[config.mk]
export PLATFORM = sky130hd
export DESIGN_NAME = uvmt_obi_st_dut_arb
export DESIGN_NICKNAME = d
export VERILOG_FILES = /design/src/rtl/uvmt_obi_st_dut_arb_pkg.sv /design/src/rtl/uvmt_obi_st_dut_arb_fifo.sv /design/src/rtl/uvmt_obi_st_dut_arb.sv
export SDC_FILE = /design/constraint.sdc
export NUM_CORES = 1
export LEC_CHECK = 0
export BUFFER_PORTS_ARGS = -buffer_cell sky130_fd_sc_hd__buf_4
export CAP_MARGIN = 20
export CORE_AREA = 3 3 110 112
export CTS_CLUSTER_DIAMETER = 80
export DETAILED_ROUTE_END_ITERATION = 12
export DIE_AREA = 0 0 113 115
export PLACE_DENSITY = 0.61
export SYNTH_ARGS = -nofsm -noshare
export SYNTH_HDL_FRONTEND = slang
export SYNTH_HIERARCHICAL = 1
export SYNTH_SLANG_ARGS = --single-unit
[constraint.sdc]
create_clock -name clk -period 4.06 [get_ports clk]
set_input_delay 0.203 -clock clk [delete_from_list [all_inputs] [get_ports clk]]
set_output_delay 0.203 -clock clk [all_outputs]
set_load 0.02 [all_outputs]
[src/rtl/uvmt_obi_st_dut_arb_pkg.sv]
// Shared types and helpers for the OBI self-test round-robin arbiter.
package uvmt_obi_st_dut_arb_pkg;

    localparam int MAX_MSTR       = 8;
    localparam int MAX_ID_WIDTH   = $clog2(MAX_MSTR);
    localparam int PERF_CNT_WIDTH = 16;

    typedef logic [MAX_ID_WIDTH-1:0]   arb_id_t;
    typedef logic [PERF_CNT_WIDTH-1:0] perf_cnt_t;

    // Width of a stored master ID; never below one bit so two masters still need a flop.
    function automatic int id_width(input int num_mstr);
        return (num_mstr <= 2) ? 1 : $clog2(num_mstr);
    endfunction

endpackage

[src/rtl/uvmt_obi_st_dut_arb_fifo.sv]
// Synchronous ID FIFO recording which master owns each outstanding OBI transaction.
module uvmt_obi_st_dut_arb_fifo
    import uvmt_obi_st_dut_arb_pkg::*;
#(
    parameter int DEPTH = 4,
    parameter int WIDTH = 1
) (
    input  logic                       clk,
    input  logic                       reset,
    input  logic                       i_push,
    input  logic [WIDTH-1:0]           i_push_data,
    input  logic                       i_pop,
    output logic [WIDTH-1:0]           o_pop_data,
    output logic                       o_full,
    output logic                       o_empty,
    output logic [$clog2(DEPTH):0]     o_count
);

    localparam int AW = $clog2(DEPTH);

    logic [WIDTH-1:0] r_mem [DEPTH];
    logic [AW-1:0]    r_wr_ptr;
    logic [AW-1:0]    r_rd_ptr;
    logic [AW:0]      r_count;
    logic             w_push;
    logic             w_pop;

    assign w_push     = i_push && !o_full;
    assign w_pop      = i_pop && !o_empty;
    assign o_full     = (r_count == (AW+1)'(DEPTH));
    assign o_empty    = (r_count == '0);
    assign o_count    = r_count;
    assign o_pop_data = r_mem[r_rd_ptr];

    // NOTE: sequential state uses non-blocking assignments so every flop samples pre-edge values.
    always_ff @(posedge clk) begin
        if (reset) begin
            r_wr_ptr <= '0;
            r_rd_ptr <= '0;
            r_count  <= '0;
        end else begin
            if (w_push) r_wr_ptr <= r_wr_ptr + 1'b1;
            if (w_pop)  r_rd_ptr <= r_rd_ptr + 1'b1;
            case ({w_push, w_pop})
                2'b10:   r_count <= r_count + 1'b1;
                2'b01:   r_count <= r_count - 1'b1;
                default: r_count <= r_count;
            endcase
        end
    end

    // NOTE: storage is not reset; an entry is only read after it has been written.
    always_ff @(posedge clk) begin
        if (w_push) r_mem[r_wr_ptr] <= i_push_data;
    end

endmodule

[src/rtl/uvmt_obi_st_dut_arb.sv]
// Round-robin OBI arbiter: NUM_MSTR masters onto one slave, in-order response routing.
// Optional per-master grant counters when UVMT_OBI_ST_DUT_ARB_PERF_CNT_EN is defined.
module uvmt_obi_st_dut_arb
    import uvmt_obi_st_dut_arb_pkg::*;
#(
    parameter int NUM_MSTR        = 2,
    parameter int ADDR_WIDTH      = 32,
    parameter int DATA_WIDTH      = 32,
    parameter int MAX_OUTSTANDING = 4
) (
    input  logic                             clk,
    input  logic                             reset,
    input  logic [NUM_MSTR-1:0]              m_req,
    output logic [NUM_MSTR-1:0]              m_gnt,
    input  logic [NUM_MSTR*ADDR_WIDTH-1:0]   m_addr,
    input  logic [NUM_MSTR-1:0]              m_we,
    input  logic [NUM_MSTR*DATA_WIDTH/8-1:0] m_be,
    input  logic [NUM_MSTR*DATA_WIDTH-1:0]   m_wdata,
    output logic [NUM_MSTR-1:0]              m_rvalid,
    input  logic [NUM_MSTR-1:0]              m_rready,
    output logic [DATA_WIDTH-1:0]            m_rdata,
    output logic                             m_err,
    output logic                             s_req,
    input  logic                             s_gnt,
    output logic [ADDR_WIDTH-1:0]            s_addr,
    output logic                             s_we,
    output logic [DATA_WIDTH/8-1:0]          s_be,
    output logic [DATA_WIDTH-1:0]            s_wdata,
    input  logic                             s_rvalid,
    output logic                             s_rready,
    input  logic [DATA_WIDTH-1:0]            s_rdata,
    input  logic                             s_err,
`ifdef UVMT_OBI_ST_DUT_ARB_PERF_CNT_EN
    output logic [NUM_MSTR*16-1:0]           grant_cnt,
`endif
    output logic                             proto_err
);

    localparam int ID_WIDTH = id_width(NUM_MSTR);
    localparam int BE_WIDTH = DATA_WIDTH/8;

    arb_id_t               r_rr_ptr;
    arb_id_t               r_lock_idx;
    logic                  r_lock;
    logic                  r_proto_err;

    arb_id_t               w_rr_sel, w_sel_hi, w_sel_lo, w_sel, w_head;
    logic                  w_found_hi, w_found_lo, w_any_req;
    logic                  w_s_req, w_accept, w_rsp_ok;
    logic                  w_fifo_full, w_fifo_empty;
    logic [ID_WIDTH-1:0]   w_head_id;
    logic [$clog2(MAX_OUTSTANDING):0] w_fifo_count_unused;

    // Two scans give the first requester at or after r_rr_ptr, then the wrapped range below it.
    // NOTE: every combinational output gets a default first so no latch is inferred.
    always_comb begin
        w_sel_hi   = '0;
        w_sel_lo   = '0;
        w_found_hi = 1'b0;
        w_found_lo = 1'b0;
        for (int i = 0; i < NUM_MSTR; i++) begin
            if (m_req[i] && !w_found_hi && (i >= int'(r_rr_ptr))) begin
                w_sel_hi   = arb_id_t'(i);
                w_found_hi = 1'b1;
            end
            if (m_req[i] && !w_found_lo && (i < int'(r_rr_ptr))) begin
                w_sel_lo   = arb_id_t'(i);
                w_found_lo = 1'b1;
            end
        end
        w_rr_sel  = w_found_hi ? w_sel_hi : w_sel_lo;
        w_any_req = w_found_hi || w_found_lo;
    end

    assign w_sel    = r_lock ? r_lock_idx : w_rr_sel;
    assign w_s_req  = !reset && !w_fifo_full && (r_lock || w_any_req);
    assign w_accept = w_s_req && s_gnt;
    assign w_head   = arb_id_t'(w_head_id);
    assign w_rsp_ok = !reset && !w_fifo_empty;

    assign s_req     = w_s_req;
    assign m_rdata   = s_rdata;
    assign m_err     = s_err;
    assign proto_err = r_proto_err;

    always_comb begin
        m_gnt    = '0;
        m_rvalid = '0;
        s_rready = 1'b0;
        s_addr   = '0;
        s_we     = 1'b0;
        s_be     = '0;
        s_wdata  = '0;
        for (int i = 0; i < NUM_MSTR; i++) begin
            if (w_s_req && (w_sel == arb_id_t'(i))) begin
                m_gnt[i] = s_gnt;
                s_addr   = m_addr[i*ADDR_WIDTH +: ADDR_WIDTH];
                s_we     = m_we[i];
                s_be     = m_be[i*BE_WIDTH +: BE_WIDTH];
                s_wdata  = m_wdata[i*DATA_WIDTH +: DATA_WIDTH];
            end
            if (w_rsp_ok && (w_head == arb_id_t'(i))) begin
                m_rvalid[i] = s_rvalid;
                s_rready    = m_rready[i];
            end
        end
    end

    uvmt_obi_st_dut_arb_fifo #(
        .DEPTH (MAX_OUTSTANDING),
        .WIDTH (ID_WIDTH)
    ) u_id_fifo (
        .clk         (clk),
        .reset       (reset),
        .i_push      (w_accept),
        .i_push_data (w_sel[ID_WIDTH-1:0]),
        .i_pop       (s_rvalid && s_rready),
        .o_pop_data  (w_head_id),
        .o_full      (w_fifo_full),
        .o_empty     (w_fifo_empty),
        .o_count     (w_fifo_count_unused)
    );

    // A stalled address phase pins the selection until the slave grants it.
    always_ff @(posedge clk) begin
        if (reset) begin
            r_rr_ptr    <= '0;
            r_lock      <= 1'b0;
            r_lock_idx  <= '0;
            r_proto_err <= 1'b0;
        end else begin
            if (w_accept) begin
                r_rr_ptr <= (w_sel == arb_id_t'(NUM_MSTR-1)) ? '0 : w_sel + 1'b1;
                r_lock   <= 1'b0;
            end else if (w_s_req) begin
                r_lock     <= 1'b1;
                r_lock_idx <= w_sel;
            end
            if (s_rvalid && w_fifo_empty) r_proto_err <= 1'b1;
        end
    end

`ifdef UVMT_OBI_ST_DUT_ARB_PERF_CNT_EN
    perf_cnt_t r_grant_cnt [NUM_MSTR];

    always_ff @(posedge clk) begin
        for (int i = 0; i < NUM_MSTR; i++) begin
            if (reset) begin
                r_grant_cnt[i] <= '0;
            end else if (w_accept && (w_sel == arb_id_t'(i)) && (r_grant_cnt[i] != '1)) begin
                r_grant_cnt[i] <= r_grant_cnt[i] + 1'b1;
            end
        end
    end

    always_comb begin
        grant_cnt = '0;
        for (int i = 0; i < NUM_MSTR; i++) grant_cnt[i*16 +: 16] = r_grant_cnt[i];
    end
`endif

endmodule

## Word level (Yosys, flattened, before mapping)

Memory sizes are Yosys's and may differ from the RTL's. A register that Yosys moved wholly into a read port is not among the register bits.
Cells that the tools add are included.

| storage, ports and cells | value |
|---|---|
| register bits after elaboration | 15 |
| memories kept | 1 |
| memory bits (writable) | 4 |

Memories:

| memory | words | width | rd ports | clocked after memory_dff | wr ports | RTL line | source |
|---|---|---|---|---|---|---|---|
| u_id_fifo.r_mem | 4 | 1 | 1 | 1 | 1 | uvmt_obi_st_dut_arb_fifo.sv:21 | `logic [WIDTH-1:0] r_mem [DEPTH];` |

| cells by class | value |
|---|---|
| reduce and logical (&&, ||, !) cells | 31 |
| add/subtract/negate cells | 5 |
| magnitude comparators | 4 |
| bitwise gates (word level) | 1 |
| mux-type cells | 28 |
| eq/ne operators | 4 |

Operator list:

| cell | count |
|---|---|
| 2-to-1 mux 32 bit | 4 |
| logical AND 1 bit | 18 |
| 2-to-1 mux 1 bit | 16 |
| zero test 3 bit | 3 |
| 2-to-1 mux 3 bit | 3 |
| 2-to-1 mux 4 bit | 2 |
| adder 3 x 1 -> 3 bit (second input constant) | 2 |
| >= comparator 1 x 3 -> 1 bit (first input constant) | 2 |
| < comparator 1 x 3 -> 1 bit (first input constant) | 2 |
| one-hot mux 3 bit (2 select lines) | 1 |
| zero test 1 bit | 5 |
| adder 2 x 1 -> 2 bit (second input constant) | 2 |
| 2-to-1 mux 2 bit | 2 |
| == test 3 x 1 -> 1 bit (second input constant) | 1 |
| == test 3 bit (second input constant) | 1 |
| subtractor 3 x 1 -> 3 bit (second input constant) | 1 |
| == test 2 x 1 -> 1 bit (second input constant) | 1 |
| == test 2 bit (second input constant) | 1 |
| logical OR 1 bit | 2 |
| AND reduction 2 bit | 1 |
| nonzero test 2 bit | 1 |
| OR reduction 2 bit | 1 |
| inverter 1 bit | 1 |

## Longest topological paths before layout

Gate-level depths: netlist of run 1.

| depth | value |
|---|---|
| depth in word-level cells | 14 |
| mapped depth | 15 |
| depth with buffers taken out | 14 |

## By module

The synthesis of run 1 kept the hierarchy.

Modules (own cells, without submodules):

| module | seq. area each (µm²) | area an instance (µm²) | times used | cells an instance |
|---|---|---|---|---|
| uvmt_obi_st_dut_arb | 160.2 | 1,405.1 | 1 | 174 |
| uvmt_obi_st_dut_arb_fifo | 300.3 | 618.1 | 1 | 59 |

## Least setup slack after synthesis of run 1

No wires, ideal clock.

| timing path | value |
|---|---|
| kind | register to register |
| start point | reg with a tool-made name |
| end point | reg u_id_fifo.r_count[2], in the netlist u_id_fifo/o_count[2] |
| path slack | 1,013 ps |
| clock period less this slack | 3,047 ps |
| path buffers | 0 |
| cell stages (with the launch flop) | 13 |
| data arrival time | 2,977 ps |
| path through | dfxtp_1 mux4_2 mux2i_1 nor3_1 and2_1 o31ai_1 inv_1 ha_1 inv_1 fa_1 xor2_1 or3_1 a21oi_1 |

RTL lines:

| element | RTL line | source |
|---|---|---|
| end signal, assigned | uvmt_obi_st_dut_arb_fifo.sv:45 | `2'b10: r_count <= r_count + 1'b1;` |
| end signal, assigned | uvmt_obi_st_dut_arb_fifo.sv:46 | `2'b01: r_count <= r_count - 1'b1;` |
| end signal, assigned | uvmt_obi_st_dut_arb_fifo.sv:47 | `default: r_count <= r_count;` |
| end, declared | uvmt_obi_st_dut_arb_fifo.sv:24 | `logic [AW:0] r_count;` |

## Worst setup path after layout of run 1

| timing path | value |
|---|---|
| start point | reg u_id_fifo.r_count[2], in the netlist u_id_fifo/o_count[2] |
| end point | reg u_id_fifo.r_count[2], in the netlist u_id_fifo/o_count[2] |

RTL lines:

| element | RTL line | source |
|---|---|---|
| == test 3 bit (*) | uvmt_obi_st_dut_arb_fifo.sv:30 | `assign o_full = (r_count == (AW+1)'(DEPTH));` |
| net w_fifo_full | uvmt_obi_st_dut_arb.sv:50 | `logic w_fifo_full, w_fifo_empty;` |
| zero test 1 bit (*) | uvmt_obi_st_dut_arb.sv:76 | `assign w_s_req = !reset && !w_fifo_full && (r_lock \|\| w_any_req);` |
| logical AND 1 bit (*) (2 in series) | uvmt_obi_st_dut_arb.sv:76 |  |
| logical AND 1 bit (*) | uvmt_obi_st_dut_arb.sv:77 | `assign w_accept = w_s_req && s_gnt;` |
| net w_accept | uvmt_obi_st_dut_arb.sv:49 | `logic w_s_req, w_accept, w_rsp_ok;` |
| logical AND 1 bit (*) | uvmt_obi_st_dut_arb_fifo.sv:28 | `assign w_push = i_push && !o_full;` |
| == test 2 x 1 -> 1 bit / == test 2 bit (equally long branches) | uvmt_obi_st_dut_arb_fifo.sv:44 | `case ({w_push, w_pop})` |
| one-hot mux 3 bit (2 select lines) / nonzero test 2 bit (equally long branches) | - |  |

The timed path passes the listed nets; every way through them passes the cells marked *.
A chain may end at the register's enable or synchronous reset.

==> results_dict.tcl, run 1 <==
set metrics [dict create \
    crit_path_max_fanout 7 \
    max_freq_mhz 325 \
    tightest_slew_ns 0.905 \
    drtIter0Drc 158 \
    status "completed" \
    grt.total_usage 0.131 \
    yosysSeqAreaShare 0.228 \
    synthesis.area_um2 2020 \
    r2r_cells 14 \
    tns_ns 0 \
    dp_hpwl_mm 8.15 \
    critPathLaunchType "flip-flop" \
    h-tree-depth 1 \
    vias 2455 \
    synth_edf_count 4 \
    drcViolationCount 0 \
    nFillCells 1204 \
    post-route-period-util 0.758 \
    grt_pass1_vias 2338 \
    holdBufCountCts 0 \
    die_w_um 113 \
    peakVddDrop_v 0.000145 \
    end_kind "flip-flop" \
    grt_pass1_wl_mm 13.4 \
    overflow 0 \
    cp.arrival_ns 3.26 \
    rsz0062_at_grt "false" \
    slew_headroom 0.396 \
    routabilityCongestion 0.858 \
    num_rows 39 \
    clk_latency_ns 0.26 \
    min_to "proto_err$_SDFFE_PP0P_" \
    die_area_um2 13000 \
    routedWlPerCell_um 17.7 \
    antenna_found_initial 0 \
    cts_resized 0 \
    ff_latch_area_um2 460 \
    fin_crit_ns 3.08 \
    yosysWarnings 6 \
    initial_core_util 0.179 \
    skew_ns 0.00362 \
    synth_largest_type_area_fraction 0.299 \
    cellPowerDensity_nw_per_um2 247 \
    syn_nets 418 \
    finalMaxSlewViolations 0 \
    die_h_um 115 \
    r2r_slack_ns 0.98 \
    ant_nets 0 \
    drive_gt1_frac 0.572 \
    avgSynthCellArea_um2 8.68 \
    yosys_register_bits 21 \
    finalHoldViolations 0 \
    cts_root_buf "clkbuf_16" \
    cts.sinks 21 \
    nNetsFinal 597 \
    ys_top_cells_by_area "a22o_1, dfxtp_1, buf_4" \
    cts_buffers 3 \
    hold_start "s_rvalid" \
    drv_cap 0 \
    cts_tree "yes" \
    grt_max_degree 36 \
    path_clk_slew_ns 0.06 \
    synth-async-reset-ratio 0 \
    netlist_instances 233 \
    reg2reg_from "u_id_fifo/o_count[2]$_SDFFE_PP0P_" \
    setup_viol 0 \
    io_buffers 221 \
    routed_via_density 4.43 \
    worstSetupPathType "reg -> reg" \
    clock_path_buffers 2 \
    required_ns 4.25 \
    cts_setup_buffers 0 \
    ioPinCount 288 \
    holdPathStages 3 \
    multi_input_area_um2 1180 \
    min_path_type "in -> reg" \
    reg2reg_to "u_id_fifo/o_count[2]$_SDFFE_PP0P_" \
    power_uw 904 \
    antennaDiodeCount 0 \
    core-area_um2 11300 \
    routed_wl_mm 9.81 \
    first_pass_iters 5 \
    ys_types 39 \
    yosys.area.top_type "a22o_1" \
    syn2layout_area_growth_pct 80.6 \
    p_leak_uw 0.00181 \
    synth_ff_type "dfxtp_1" \
]
-- through the flow --
step	setup WS [ns]	hold slack, ns	instance area, um2	instances	utilization
6_report	0.982	0.206	3650	554	0.323
5_1_grt	0.736	0.241	3650	554	0.323
4_1_cts	0.973	0.200	3650	554	0.323
3_5_place_dp	0.998	0.406	3570	550	0.316
3_3_place_gp	1.19	0.406	3570	550	0.316
2_1_floorplan	1.01	0.348	2020	233	-
-- cell type report --
type                       instances  area share
clock inverter                     1     0.00137
sequential                        21       0.126
timing repair buffer             224       0.467
multi-input combinational        149       0.323
tap                              143      0.0490
clock buffer                       3      0.0205
inverter                          13      0.0134
-- cell usage after synthesis (3+ instances only) --
master and n:
a22o_1 69, buf_4 34, dfxtp_1 17, inv_1 13
nor2_1 11, a21oi_1 9, buf_2 8, nand2_1 8
and2_1 7, clkbuf_1 5, ha_1 5, or3_1 5
edfxtp_1 4, o21ai_0 4, mux2i_1 3, xor2_1 3
-- worst max-delay path: stages (launching register included) --
cell	delay, ns
dfxtp_1	0.39
nor3b_2	0.39
or3_1	0.31
inv_1	0.11
nand2_1	0.15
inv_1	0.14
inv_1	0.12
nor2_1	0.09
inv_1	0.08
ha_1	0.17
inv_1	0.06
fa_1	0.37
xor2_1	0.16
or3_1	0.31
a21oi_1	0.16
-- power breakdown --
group | internal, uW | total (uW) | switching (uW)
clock network | 132 | 212 | 79.6
logic | 238 | 466 | 227
registers | 220 | 226 | 6.71
-- cells in the final DEF, fill, tap and decap left out, types with 2 or more instances in the layout --
cell	count
a22o_1	69
nor3_1	2
xor2_1	3
nor2_1	11
mux2i_1	3
and2_1	7
a21oi_1	9
ha_1	5
buf_12	2
nand2b_1	2
dfxtp_1	17
edfxtp_1	4
or3_1	5
o21ai_0	4
nand3b_1	2
nand2_1	8
clkbuf_16	3
buf_4	222
nor4b_1	2
inv_1	13
-- logic make-up after synthesis --
kind of cell | after synthesis | synth area share
buf+inv | 63 | 0.192
fa+ha+maj | 6 | 0.0408
compound gates | 89 | 0.367
xor+xnor | 4 | 0.0173
simple gates | 46 | 0.129
mux | 4 | 0.0260
flops | 21 | 0.228
-- routing by layer --
| metal | GRT usage | up-vias | wire, um |
|---|---|---|---|
| met3 | 0.0337 | 9 | 916 |
| li1 | - | 1193 | - |
| met2 | 0.218 | 126 | 4680 |
| met1 | 0.172 | 1127 | 4070 |
| met4 | 0.0304 | 0 | 139 |
| met5 | 0 | - | 0 |
-- how the worst max path moves through the flow --
stage,start,end,slack [ns],cells past startpoint
floorplan,flip-flop,u_id_fifo/o_count[2]$_SDFFE_PP0P_,1.01,12
global placement,u_id_fifo/o_count[2]$_SDFFE_PP0P_,u_id_fifo/o_count[2]$_SDFFE_PP0P_,1.19,14
detailed placement,u_id_fifo/o_count[2]$_SDFFE_PP0P_,u_id_fifo/o_count[2]$_SDFFE_PP0P_,1.0,14
CTS,u_id_fifo/o_count[2]$_SDFFE_PP0P_,u_id_fifo/o_count[2]$_SDFFE_PP0P_,0.97,14
global route,u_id_fifo/o_count[2]$_SDFFE_PP0P_,u_id_fifo/o_count[2]$_SDFFE_PP0P_,0.74,14
finish,u_id_fifo/o_count[2]$_SDFFE_PP0P_,u_id_fifo/o_count[2]$_SDFFE_PP0P_,0.98,14
-- registers in the layout, indices dropped and copies added (netlist names), named ones only --
signal	flops
u_id_fifo/r_wr_ptr	2
r_lock	1
r_rr_ptr	3
proto_err	1
u_id_fifo/r_rd_ptr	2
r_lock_idx	3
u_id_fifo/o_count	3
u_id_fifo/r_mem	4
No activity file was read; power rests on OpenSTA's default activity.
==> run 2: changes to the inputs <==
clock period = 3 ns   (was 4.06 ns; I/O delays follow)
==> run 2 against run 1 <==
Compared with the run above:
- die area stayed put
- largest cell class unchanged
- critical path depth shrank 2
- clock-buffer cell count did not move
- routed wire length is 12% higher
- non-clock buffer count rose by 5
- cell count is 1.1% higher
- worst setup slack got worse by 0.84 ns
- first-iteration DRC count shrank 13%
- sequential power grew 36%
- sequential share of layout area is 0.22 points lower
- clock power increased by 33%
- via count rose by 3.4%
==> results_dict.tcl, run 2 (synthesis gave the netlist of run 1 again) <==
set metrics [dict create \
    status "completed" \
    clk_latency_ns 0.25 \
    cellPowerDensity_nw_per_um2 333 \
    drcViolationCount 0 \
    routedWlPerCell_um 19.7 \
    vias 2538 \
    grt_pass1_vias 2437 \
    tns_ns 0 \
    worstSetupPathType "reg -> reg" \
    grt_pass1_wl_mm 14.8 \
    core-area_um2 11300 \
    dpl.cell_count 552 \
    critPathLaunchType "flip-flop" \
    grt_max_degree 70 \
    ff_latch_area_um2 462 \
    holdBufCountCts 0 \
    top_register "u_id_fifo/r_mem" \
    nNetsFinal 603 \
    cts_buffers 3 \
    required_ns 3.19 \
    setup_ws_ns 0.139 \
    end_kind "flip-flop" \
    num_rows 39 \
    crit_path_max_fanout 2 \
    finalHoldViolations 0 \
    finalMaxSlewViolations 0 \
    layout_common_cells "buf_4, a22o_1, dfxtp_1" \
    multi_input_area_um2 1210 \
    cp.arrival_ns 3.05 \
    drtIter0Drc 137 \
    max_freq_mhz 350 \
    fin_crit_ns 2.86 \
    grt.total_usage 0.149 \
    first_pass_iters 4 \
    cp_common_cell "inv_1" \
    antenna_found_initial 1 \
    die_w_um 113 \
    io_buffers 221 \
    largest_reg_flops 4 \
    nFillCells 1209 \
    cts_tree "yes" \
    mostFrequentLayoutCell "buf_4" \
    drive_gt1_frac 0.595 \
    slowest_delay_ns 0.48 \
    cp_slowest_cell "mux4_2" \
    min_path_type "in -> reg" \
    clock_path_buffers 2 \
    final_cells 560 \
    syn2layout_area_growth_pct 84.4 \
    peakVddDrop_v 0.000242 \
    overflow 0 \
    skew_ns 0.00220 \
    slew_headroom 0.509 \
    ant_nets 0 \
    ioPinCount 288 \
    h-tree-depth 1 \
    post-place-ws_ns 0.130 \
    setup_viol 0 \
    routed_wl_mm 11.0 \
    die_h_um 115 \
    p_leak_uw 0.00184 \
    tightest_slew_ns 0.734 \
    routabilityCongestion 0.876 \
    cp_cell_sequence "mux4_2 -> mux2i_1 -> nor3_2 -> and2_4 -> o31ai_1 -> inv_1 -> ha_2 -> inv_1 -> fa_1 -> xor2_1 -> or3_1 -> a21oi_2" \
    drv_cap 0 \
    path_clk_slew_ns 0.06 \
    post-route-period-util 0.954 \
    die_area_um2 13000 \
    routed_via_density 4.53 \
    cts.sinks 21 \
    antennaDiodeCount 0 \
    power_uw 1240 \
    dp_hpwl_mm 9.01 \
    initial_core_util 0.179 \
    cts_root_buf "clkbuf_16" \
]
## run 2: timing repair
item / in CTS / in global routing
setup buffers: 0 / 2
gates resized for setup: 0 / 6
endpoints found under the setup margin: 20 / 2
pin swaps: 1 / 1
gates cloned: 1 / 0
## run 2: final timing paths
path                                 from  cells after the start  slack, ns                                 to
max reg2reg  u_id_fifo/r_mem[0]$_DFFE_PP_                     12       0.14  u_id_fifo/o_count[2]$_SDFFE_PP0P_
max          u_id_fifo/r_mem[0]$_DFFE_PP_                     12       0.14  u_id_fifo/o_count[2]$_SDFFE_PP0P_
min reg2reg      r_rr_ptr[0]$_SDFFE_PP0P_                      2       0.47           r_rr_ptr[0]$_SDFFE_PP0P_
min                              s_rvalid                      3       0.17             proto_err$_SDFFE_PP0P_
## run 2: stage by stage
stage	util	hold WS, ns	cell area [um2]
CTS	0.324	0.164	3670
detailed placement	0.316	0.300	3580
global placement	0.316	0.300	3580
floorplan	-	0.295	2030
global route	0.329	0.181	3730
finish	0.329	0.168	3730
## run 2: cell type report
class,instances,area share
inverter,13,0.0131
timing repair buffer,229,0.470
tap,143,0.0480
clock inverter,1,0.00201
sequential,21,0.124
multi-input combinational,150,0.323
clock buffer,3,0.0201
## run 2: power by group
group / switching [uW] / internal (uW) / total, uW / leakage, uW
Combinational: 322 / 332 / 653 / 0.00163
Clock: 103 / 180 / 283 / 0.0000371
Sequential: 9.21 / 297 / 307 / 0.000175
Total: 434 / 809 / 1240 / 0.00184
## run 2: routing by layer
layer / part of all wire / vias up / global-route usage / wire length (um)
met5: 0.00082 / - / 0 / 9
met4: 0.015 / 2 / 0.0321 / 166
met3: 0.11 / 10 / 0.0437 / 1260
met2: 0.41 / 166 / 0.194 / 4540
met1: 0.46 / 1154 / 0.235 / 5050
li1: - / 1206 / - / -
## run 2: critical path: cells and delay by family (launching register included)
kind / cells / cell delay, ns
AO/OA/AOI/OAI: 2 / 0.23
XOR/XNOR: 1 / 0.16
adder cells (fa/ha/maj): 2 / 0.55
buffers and inverters: 2 / 0.14
flip-flops: 1 / 0.37
multiplexers: 2 / 0.63
AND/OR/NAND/NOR: 3 / 0.71
==> run 3: changes to the inputs <==
GPL_TIMING_DRIVEN = 0   (was unset)
==> run 3 against run 2 <==
Compared with the run above:
- via count up 8.7%
- fmax grew 2.2%
- routed wire length is 3.8% lower
- first-iteration DRC count grew 20%
- sequential share of layout area is 1.4 points lower
- cell count grew 14%
- cell area up 13%
- sequential power barely moved
- critical path type unchanged
==> results_dict.tcl, run 3 (synthesis gave the netlist of run 1 again) <==
set metrics [dict create \
    min_path_type "in -> reg" \
    drcViolationCount 0 \
    hold_start "s_rvalid" \
    path_clk_slew_ns 0.05 \
    finalMaxSlewViolations 0 \
    routed_via_density 4.34 \
    sw_frac_of_total 0.354 \
    tightest_slew_ns 0.520 \
    routedWlPerCell_um 16.7 \
    die_area_um2 13000 \
    largest_reg_flops 4 \
    p_comb_frac 0.561 \
    fin_crit_ns 2.80 \
    initial_core_util 0.179 \
    peakVddDrop_v 0.000177 \
    finalHoldViolations 0 \
    grt.total_usage 0.141 \
    required_ns 3.17 \
    post-route-period-util 0.933 \
    skew_ns 0.00238 \
    core-area_um2 11300 \
    h-tree-depth 1 \
    grt_max_degree 13 \
    cts_root_buf "clkbuf_16" \
    cp.arrival_ns 2.97 \
    p_clk_frac 0.208 \
    status "completed" \
    nFillCells 1177 \
    first_pass_iters 4 \
    die_w_um 113 \
    seqPwrFrac 0.231 \
    layout_common_cells "buf_4, a22o_1, dfxtp_1" \
    power_switching_uw 470 \
    top_register "u_id_fifo/r_mem" \
    clk_latency_ns 0.25 \
    grt_pass1_wl_mm 14.3 \
    critPathLaunchType "flip-flop" \
    routed_wl_mm 10.6 \
    crit_path_max_fanout 2 \
    grt_pass1_vias 2560 \
    num_rows 39 \
    cts_buffers 3 \
    rsz0062_at_grt "false" \
    antenna_found_initial 0 \
    post-place-ws_ns -0.179 \
    ant_nets 0 \
    internal_power_uw 859 \
    die_h_um 115 \
    end_kind "flip-flop" \
    dp_hpwl_mm 9.13 \
    io_buffers 254 \
    syn2layout_area_growth_pct 109 \
    drtIter0Drc 164 \
    antennaDiodeCount 0 \
    cts_tree "yes" \
    overflow 0 \
    nNetsFinal 679 \
    ioPinCount 288 \
    p_leak_uw 0.00218 \
    setup_ws_ns 0.201 \
    reg2reg_from "u_id_fifo/r_mem[2]$_DFFE_PP_" \
    drv_cap 0 \
    cts.sinks 21 \
    setup_viol 0 \
    routabilityCongestion 0.879 \
    worstSetupPathType "reg -> reg" \
    drive_gt1_frac 0.645 \
    clock_path_buffers 2 \
    mostFrequentLayoutCell "buf_4" \
    slew_headroom 0.653 \
    hold_ws_ns 0.159 \
    vias 2758 \
    cp-startpoint "u_id_fifo/r_mem[2]$_DFFE_PP_" \
    max_freq_mhz 357 \
    cellPowerDensity_nw_per_um2 314 \
]
## run 3: cell types whose count changed in the layout (fill, tap and decap cells not counted), moves of 2 or more
cell	delta
buf_6	+2
buf_2	+8
clkbuf_1	+4
buf_4	+64
## run 3: critical path, cell delays in order (launching register included)
cell	delay [ns]
edfxtp_1	0.36
mux4_2	0.50
mux2i_1	0.14
nor3_2	0.12
and2_1	0.18
o31ai_1	0.11
inv_1	0.08
ha_1	0.17
inv_1	0.06
fa_1	0.37
xor2_1	0.15
or3_1	0.31
a21oi_1	0.15
## run 3: power groups by stage
| stage | Sequential [uW] | Combinational, uW | Clock, uW |
|---|---|---|---|
| detailed placement | 313 | 745 | 0 |
| finish | 307 | 745 | 276 |
| CTS | 307 | 748 | 284 |
| floorplan | 312 | 360 | 0 |
| global placement | 312 | 742 | 0 |
| global route | 309 | 791 | 303 |
## run 3: worst paths after layout
| kind | to | slack [ns] | cells after the start |
|---|---|---|---|
| max reg2reg | u_id_fifo/o_count[2]$_SDFFE_PP0P_ | 0.20 | 12 |
| min | proto_err$_SDFFE_PP0P_ | 0.16 | 3 |
| max | u_id_fifo/o_count[2]$_SDFFE_PP0P_ | 0.20 | 12 |
| min reg2reg | r_rr_ptr[2]$_SDFFE_PP0P_ | 0.47 | 2 |
## run 3: what timing repair did
| action | 4_1_cts | 5_1_grt |
|---|---|---|
| buffers inserted | 1 | 2 |
| gates resized for setup | 1 | 5 |
| endpoints found under the setup margin | 1 | 2 |
| hold buffers | 0 | 0 |
## run 3: routing by layer
layer,global-route usage,routed length (um),vias to the layer above
li1,-,-,1361
met1,0.199,4550,1242
met2,0.207,4650,150
met3,0.0558,1350,5
met4,0.0168,43,0
met5,0,0,-
## run 3: layout make-up
class | count | area, um2 | share of cell area
Timing Repair Buffer | 257 | 1930 | 0.456
Multi-Input combinational cell | 149 | 1190 | 0.282
Clock inverter | 1 | 5.00 | 0.00118
Clock buffer | 3 | 75.1 | 0.0178
Buffer | 49 | 337 | 0.0796
Sequential cell | 21 | 463 | 0.109
Inverter | 13 | 48.8 | 0.0115
Tap cell | 143 | 179 | 0.0423
## run 3: metrics by stage
stage | TNS (ns) | util | cells | power, uW | instance area, um2
after floorplan | 0 | - | 233 | 672 | 2030
after global placement | -0.108 | 0.363 | 630 | 1050 | 4110
after detailed placement | -0.179 | 0.363 | 630 | 1060 | 4110
after CTS | 0 | 0.371 | 634 | 1340 | 4200
after global routing | 0 | 0.374 | 636 | 1400 | 4230
final | 0 | 0.374 | 636 | 1330 | 4230
